File: src/rtl/cu_pkg.sv
// Shared state, opcode and control-word definitions for the multi-cycle control unit.
package cu_pkg;

    typedef enum logic [2:0] {
        StInit,
        StFetchL,
        StFetchH,
        StExec,
        StExec2,
        StHalt
    } state_e;

    localparam logic [3:0] OpLdi  = 4'h0;
    localparam logic [3:0] OpLdm  = 4'h1;
    localparam logic [3:0] OpStm  = 4'h2;
    localparam logic [3:0] OpMov  = 4'h3;
    localparam logic [3:0] OpAnd  = 4'h4;
    localparam logic [3:0] OpOr   = 4'h5;
    localparam logic [3:0] OpAdd  = 4'h6;
    localparam logic [3:0] OpSub  = 4'h7;
    localparam logic [3:0] OpNot  = 4'h8;
    localparam logic [3:0] OpBra  = 4'h9;
    localparam logic [3:0] OpBne  = 4'hA;
    localparam logic [3:0] OpInc  = 4'hB;
    localparam logic [3:0] OpDec  = 4'hC;
    localparam logic [3:0] OpLdar = 4'hD;
    localparam logic [3:0] OpAddm = 4'hE;
    localparam logic [3:0] OpHalt = 4'hF;

    localparam logic [1:0] FunDec   = 2'b00;
    localparam logic [1:0] FunInc   = 2'b01;
    localparam logic [1:0] FunLoad  = 2'b10;
    localparam logic [1:0] FunClear = 2'b11;

    localparam logic [1:0] ArfOutPc = 2'b00;
    localparam logic [1:0] ArfOutAr = 2'b10;
    localparam logic [1:0] ArfOutSp = 2'b11;

    localparam logic [2:0] ArfSelPc  = 3'b100;
    localparam logic [2:0] ArfSelAr  = 3'b010;
    localparam logic [2:0] ArfSelAll = 3'b111;

    localparam logic [1:0] MuxAluOut = 2'b00;
    localparam logic [1:0] MuxMemOut = 2'b01;
    localparam logic [1:0] MuxIrImm  = 2'b10;
    localparam logic [1:0] MuxArfC   = 2'b11;

    localparam logic       MuxCRfA = 1'b0;

    localparam logic [3:0] AluPassA = 4'b0000;
    localparam logic [3:0] AluNot   = 4'b0010;
    localparam logic [3:0] AluAdd   = 4'b0100;
    localparam logic [3:0] AluSub   = 4'b0110;
    localparam logic [3:0] AluAnd   = 4'b0111;
    localparam logic [3:0] AluOr    = 4'b1000;

    localparam int unsigned FlagZ = 3;

    typedef struct packed {
        logic [1:0] rf_out_a_sel;
        logic [1:0] rf_out_b_sel;
        logic [1:0] rf_fun_sel;
        logic [3:0] rf_reg_sel;
        logic [3:0] alu_fun_sel;
        logic [1:0] arf_out_c_sel;
        logic [1:0] arf_out_d_sel;
        logic [1:0] arf_fun_sel;
        logic [2:0] arf_reg_sel;
        logic       ir_lh;
        logic       ir_enable;
        logic [1:0] ir_funsel;
        logic       mem_wr;
        logic       mem_cs;
        logic [1:0] mux_a_sel;
        logic [1:0] mux_b_sel;
        logic       mux_c_sel;
        logic       halted;
    } ctrl_t;

    // Nothing written, memory deselected.
    function automatic ctrl_t ctrl_idle();
        ctrl_t c;
        c        = '0;
        c.mem_cs = 1'b1;
        return c;
    endfunction

    // Register field 0..3 addresses R1..R4, i.e. RF_RegSel bit 0..3.
    function automatic logic [3:0] rf_sel(input logic [1:0] r);
        return 4'b0001 << r;
    endfunction

    function automatic logic [3:0] alu_for_op(input logic [3:0] op);
        logic [3:0] f;
        case (op)
            OpAnd:   f = AluAnd;
            OpOr:    f = AluOr;
            OpAdd:   f = AluAdd;
            OpSub:   f = AluSub;
            OpNot:   f = AluNot;
            default: f = AluPassA;
        endcase
        return f;
    endfunction

endpackage

File: src/rtl/cu_decode.sv
// Combinational decoder: state + instruction + flags -> control word and next state.
module cu_decode
    import cu_pkg::*;
(
    input  state_e      state_i,
    input  logic        reset_i,
    input  logic [15:0] ir_i,
    input  logic [3:0]  flag_i,
    output ctrl_t       ctrl_o,
    output state_e      state_d_o
);

    logic [3:0] opcode;
    logic [1:0] rd;
    logic [1:0] rs1;
    logic [1:0] rs2;
    logic       unused_bits;

    assign opcode      = ir_i[15:12];
    assign rd          = ir_i[11:10];
    assign rs1         = ir_i[9:8];
    assign rs2         = ir_i[7:6];
    assign unused_bits = ^{ir_i[5:0], flag_i[2:0]};

    always_comb begin
        ctrl_o    = ctrl_idle();
        state_d_o = StInit;

        case (state_i)
            StInit: begin
                ctrl_o.rf_reg_sel  = 4'b1111;
                ctrl_o.rf_fun_sel  = FunClear;
                ctrl_o.arf_reg_sel = ArfSelAll;
                ctrl_o.arf_fun_sel = FunClear;
                state_d_o          = StFetchL;
            end

            StFetchL, StFetchH: begin
                ctrl_o.arf_out_d_sel = ArfOutPc;
                ctrl_o.mem_cs        = 1'b0;
                ctrl_o.mem_wr        = 1'b0;
                ctrl_o.ir_enable     = 1'b1;
                ctrl_o.ir_lh         = (state_i == StFetchH);
                ctrl_o.ir_funsel     = FunLoad;
                ctrl_o.arf_reg_sel   = ArfSelPc;
                ctrl_o.arf_fun_sel   = FunInc;
                state_d_o            = (state_i == StFetchL) ? StFetchH : StExec;
            end

            StExec: begin
                state_d_o = StFetchL;
                case (opcode)
                    OpLdi: begin
                        ctrl_o.mux_a_sel  = MuxIrImm;
                        ctrl_o.rf_fun_sel = FunLoad;
                        ctrl_o.rf_reg_sel = rf_sel(rd);
                    end
                    // ADDM's first cycle is an LDM; the add happens in EXEC2.
                    OpLdm, OpAddm: begin
                        ctrl_o.arf_out_d_sel = ArfOutAr;
                        ctrl_o.mem_cs        = 1'b0;
                        ctrl_o.mux_a_sel     = MuxMemOut;
                        ctrl_o.rf_fun_sel    = FunLoad;
                        ctrl_o.rf_reg_sel    = rf_sel(rd);
                        if (opcode == OpAddm) begin
                            state_d_o = StExec2;
                        end
                    end
                    OpStm: begin
                        ctrl_o.arf_out_d_sel = ArfOutAr;
                        ctrl_o.rf_out_a_sel  = rd;
                        ctrl_o.mux_c_sel     = MuxCRfA;
                        ctrl_o.alu_fun_sel   = AluPassA;
                        ctrl_o.mem_cs        = 1'b0;
                        ctrl_o.mem_wr        = 1'b1;
                    end
                    OpMov, OpAnd, OpOr, OpAdd, OpSub, OpNot: begin
                        ctrl_o.rf_out_a_sel = rs1;
                        ctrl_o.rf_out_b_sel = rs2;
                        ctrl_o.mux_c_sel    = MuxCRfA;
                        ctrl_o.alu_fun_sel  = alu_for_op(opcode);
                        ctrl_o.mux_a_sel    = MuxAluOut;
                        ctrl_o.rf_fun_sel   = FunLoad;
                        ctrl_o.rf_reg_sel   = rf_sel(rd);
                    end
                    OpBra, OpBne: begin
                        if (opcode == OpBra || !flag_i[FlagZ]) begin
                            ctrl_o.mux_b_sel   = MuxIrImm;
                            ctrl_o.arf_reg_sel = ArfSelPc;
                            ctrl_o.arf_fun_sel = FunLoad;
                        end
                    end
                    OpInc, OpDec: begin
                        ctrl_o.rf_fun_sel = (opcode == OpInc) ? FunInc : FunDec;
                        ctrl_o.rf_reg_sel = rf_sel(rd);
                    end
                    OpLdar: begin
                        ctrl_o.mux_b_sel   = MuxIrImm;
                        ctrl_o.arf_reg_sel = ArfSelAr;
                        ctrl_o.arf_fun_sel = FunLoad;
                    end
                    OpHalt: begin
                        state_d_o = StHalt;
                    end
                    default: begin
                        state_d_o = StFetchL;
                    end
                endcase
            end

            StExec2: begin
                ctrl_o.rf_out_a_sel = rd;
                ctrl_o.rf_out_b_sel = rs1;
                ctrl_o.mux_c_sel    = MuxCRfA;
                ctrl_o.alu_fun_sel  = AluAdd;
                ctrl_o.mux_a_sel    = MuxAluOut;
                ctrl_o.rf_fun_sel   = FunLoad;
                ctrl_o.rf_reg_sel   = rf_sel(rd);
                state_d_o           = StFetchL;
            end

            StHalt: begin
                ctrl_o.halted = 1'b1;
                state_d_o     = StHalt;
            end

            default: begin
                state_d_o = StInit;
            end
        endcase

        // Reset forces a quiet datapath regardless of the current state.
        if (reset_i) begin
            ctrl_o = ctrl_idle();
        end
    end

endmodule

File: src/rtl/control_unit.sv
// Multi-cycle control unit top: state register plus decoder driving the ALUSystem selects.
module control_unit
    import cu_pkg::*;
(
    input  logic        Clock,
    input  logic        Reset,
    input  logic [15:0] IROut,
    input  logic [3:0]  ALUOutFlag,
    output logic [1:0]  RF_OutASel,
    output logic [1:0]  RF_OutBSel,
    output logic [1:0]  RF_FunSel,
    output logic [3:0]  RF_RegSel,
    output logic [3:0]  ALU_FunSel,
    output logic [1:0]  ARF_OutCSel,
    output logic [1:0]  ARF_OutDSel,
    output logic [1:0]  ARF_FunSel,
    output logic [2:0]  ARF_RegSel,
    output logic        IR_LH,
    output logic        IR_Enable,
    output logic [1:0]  IR_Funsel,
    output logic        Mem_WR,
    output logic        Mem_CS,
    output logic [1:0]  MuxASel,
    output logic [1:0]  MuxBSel,
    output logic        MuxCSel,
    output logic        Halted
);

    state_e state_q;
    state_e state_d;
    ctrl_t  ctrl;

    always_ff @(posedge Clock) begin
        if (Reset) begin
            state_q <= StInit;
        end else begin
            state_q <= state_d;
        end
    end

    cu_decode u_decode (
        .state_i   (state_q),
        .reset_i   (Reset),
        .ir_i      (IROut),
        .flag_i    (ALUOutFlag),
        .ctrl_o    (ctrl),
        .state_d_o (state_d)
    );

    assign RF_OutASel  = ctrl.rf_out_a_sel;
    assign RF_OutBSel  = ctrl.rf_out_b_sel;
    assign RF_FunSel   = ctrl.rf_fun_sel;
    assign RF_RegSel   = ctrl.rf_reg_sel;
    assign ALU_FunSel  = ctrl.alu_fun_sel;
    assign ARF_OutCSel = ctrl.arf_out_c_sel;
    assign ARF_OutDSel = ctrl.arf_out_d_sel;
    assign ARF_FunSel  = ctrl.arf_fun_sel;
    assign ARF_RegSel  = ctrl.arf_reg_sel;
    assign IR_LH       = ctrl.ir_lh;
    assign IR_Enable   = ctrl.ir_enable;
    assign IR_Funsel   = ctrl.ir_funsel;
    assign Mem_WR      = ctrl.mem_wr;
    assign Mem_CS      = ctrl.mem_cs;
    assign MuxASel     = ctrl.mux_a_sel;
    assign MuxBSel     = ctrl.mux_b_sel;
    assign MuxCSel     = ctrl.mux_c_sel;
    assign Halted      = ctrl.halted;

endmodule

File: config.mk
export PLATFORM = sky130hd
export DESIGN_NAME = control_unit
export DESIGN_NICKNAME = d
export VERILOG_FILES = /design/src/rtl/cu_pkg.sv /design/src/rtl/cu_decode.sv /design/src/rtl/control_unit.sv
export SDC_FILE = /design/constraint.sdc
export NUM_CORES = 1
export LEC_CHECK = 0
export ABC_CLOCK_PERIOD_IN_PS = 3380
export BUFFER_PORTS_ARGS = -buffer_cell sky130_fd_sc_hd__buf_2
export CAP_MARGIN = 25
export CORE_MARGIN = 1.5
export CORE_UTILIZATION = 40
export CTS_CLUSTER_SIZE = 10
export DETAILED_ROUTE_END_ITERATION = 8
export PLACE_DENSITY = 0.82
export REMOVE_ABC_BUFFERS = 1
export SLEW_MARGIN = 20
export SYNTH_ARGS = -nofsm -noshare
export SYNTH_HDL_FRONTEND = slang
export SYNTH_SLANG_ARGS = --single-unit
File: constraint.sdc
create_clock -name Clock -period 3.38 [get_ports Clock]
set_input_delay 0.338 -clock Clock [delete_from_list [all_inputs] [get_ports Clock]]
set_output_delay 0.338 -clock Clock [all_outputs]
set_load 0.03 [all_outputs]
==> metrics.yaml <==
fin_cells: 165
synth_seq_cells: 3
clk_pin_slew_ps: 40
r2r_cells: 3
cts_resized: 0
drc: 0
setup_viol: 0
met1Wirelength_um: 827
grt_max_degree: 16
synth.distinct_cells: 41
regToRegStartpoint: "state_q[1]$_SDFF_PP0_"
num_rows: 15
hold_violations: 0
yosysWarnings: 0
io_pins: 57
synthFlopType: "dfxtp_1"
cts_setup_buffers: 0
drive_above_1_share_pct: 37.9
io_buffers: 41
r2r_setup_slack_ps: 2280
gr-total-overflow: 0
grt_use_total_pct: 18.0
avgSynthCellArea_um2: 6.73
ys_seq_area_share_pct: 8.42
fin_crit_sh_pct: 63.4
die_w_um: 45.2
cts_buffers: 3
h-tree-depth: 1
synthArstFlopShare_pct: 0
cts_num_sinks: 3
end_kind: "output pin"
dr.pass1.iters: 4
rr_endpoint: "state_q[0]$_SDFF_PP0_"
rsz0062_at_grt: "false"
core_area_mm2: 0.00171
wl_per_cell_um: 10.8
reg_top3: "state_q x3"
drt_wl_total_um: 1770
worstPathArrival_ps: 1800
vdd_ir_drop_max_v: 0.000229
cap_violations: 0
grt_pass1_vias: 662
nets: 163
wl_met3_um: 64
worstSetupEndpoint: "RF_RegSel[1]"
dieArea_mm2: 0.00205
dpl_cell_area_um2: 861
p_int_w: 0.000129
layout_commonest_cell: "buf_2"
power.total_w: 0.000266
n_fill_cell: 164
vias_per_cell: 5.12
clock_power_share_pct: 23.0
cp_max_fo: 11
multiInputGateArea_um2: 542
dp_hpwl_um: 1360
drtIter0Drc: 20
cts_tree: "yes"
hp-class: "in2reg"
vias: 844
antenna_cells: 0
start_kind: "flop"
root_buffer: "clkbuf_4"
startpoint: "state_q[1]$_SDFF_PP0_"
p_comb_share_pct: 58.7
final_cell_mix: "41 x buf_2, 13 x a21oi_1, 9 x nand2_1"
antenna_found_initial: 0
fmax_mhz: 467
postCtsHoldBufs: 0
p_switching_w: 0.000136
die_y_um: 45.2
final_core_util_pct: 51.9
antenna_left: 0
design_area_um2: 887
largest_reg_flops: 3
syn_area_um2: 713
cellLeakagePower_nw: 0.433
hold_path_depth: 2
switching_share_pct: 51.3
grt_pass1_wl_um: 2770
timing.final.crit_period_ps: 2140
top_layer: "met4"
area_delta_synth_final_pct: 24.4
status: "finished, final reports clean"
tns_ps: 0
critPathRequiredTime_ps: 3040
start_util_pct: 41.8
crit_type: "reg2out"
synth_enable_flop_cells: 0
regMostFlops: "state_q"
routabilityCongestion: 0.874
cts.path.max_buffers: 2
seqPwrFrac_pct: 18.3
syn_inst: 106
drv_slew: 0
area.sequential_um2: 60.1
finClkSkew_ps: 1.67
dp_cells: 161
power_density_mw_per_mm2: 300
wl_met2_um: 862
insertion_delay_ps: 230
kinds of logic after synthesis:
| family | count (synthesis) | share of synthesized area (%) |
|---|---|---|
| xor gates and xnor gates | 2 | 2.46 |
| other | 1 | 0.526 |
| DFF | 3 | 8.42 |
| buffers and inverters | 22 | 18.2 |
| AOI/OAI and AO/OA | 33 | 31.4 |
| and+or+nand+nor | 45 | 38.9 |
routing by layer:
layer | GRT usage, % | vias up
li1 | - | 432
met1 | 24.5 | 384
met2 | 27.4 | 24
met3 | 2.80 | 4
met4 | 8.82 | 0
met5 | 0 | -
per-stage QoR:
step | setup WS (ps) | hold WS (ps)
6_report | 1240 | 477
3_3_place_gp | 1420 | 628
3_5_place_dp | 1400 | 636
2_1_floorplan | 1150 | 407
4_1_cts | 1250 | 470
5_1_grt | 1090 | 493
cells in the mapped netlist (all sizes together), types with 2 or more instances:
library cell | instances | area (um^2)
buf | 14 | 100
a21oi | 13 | 65.1
nand2 | 9 | 33.8
nor2 | 9 | 41.3
inv | 6 | 22.5
nand2b | 6 | 37.5
o211ai | 5 | 37.5
nor2b | 4 | 25.0
dfxtp | 3 | 60.1
nand3 | 3 | 27.5
o32ai | 3 | 26.3
clkbuf | 2 | 7.51
nor3 | 2 | 15.0
nor3b | 2 | 20.0
o21ai | 2 | 10.0
o2bb2ai | 2 | 17.5
or3 | 2 | 12.5
xnor2 | 2 | 17.5
cell type report:
type,instances,share of cell area (%)
Multi-Input combinational cell,86,61.1
Timing Repair Buffer,41,23.1
Tap cell,25,3.53
Clock buffer,4,2.96
Sequential cell,3,6.77
Inverter,6,2.54
critical path: stages, from the launching register on:
cell	delay, ps
dfxtp_1	530
and3b_2	330
o221a_2	240
o211ai_1	90
a21oi_1	170
buf_2	210
worst min-delay path by stage:
stage	startpoint	to	slack [ps]
2_1_floorplan	Reset	state_q[0]$_SDFF_PP0_	410
3_3_place_gp	state_q[0]$_SDFF_PP0_	state_q[2]$_SDFF_PP0_	630
3_5_place_dp	state_q[0]$_SDFF_PP0_	state_q[2]$_SDFF_PP0_	640
4_1_cts	Reset	state_q[0]$_SDFF_PP0_	470
5_1_grt	Reset	state_q[0]$_SDFF_PP0_	490
6_report	Reset	state_q[0]$_SDFF_PP0_	480
power groups by stage:
stage	Clock (W)	Combinational [W]	Sequential, W
after floorplan	0	0.000110	0.0000473
after global placement	0	0.000153	0.0000490
after detailed placement	0	0.000155	0.0000491
after CTS	0.0000631	0.000155	0.0000487
after global routing	0.0000648	0.000169	0.0000502
final	0.0000611	0.000156	0.0000487
No activity file was read; power rests on OpenSTA's default activity.
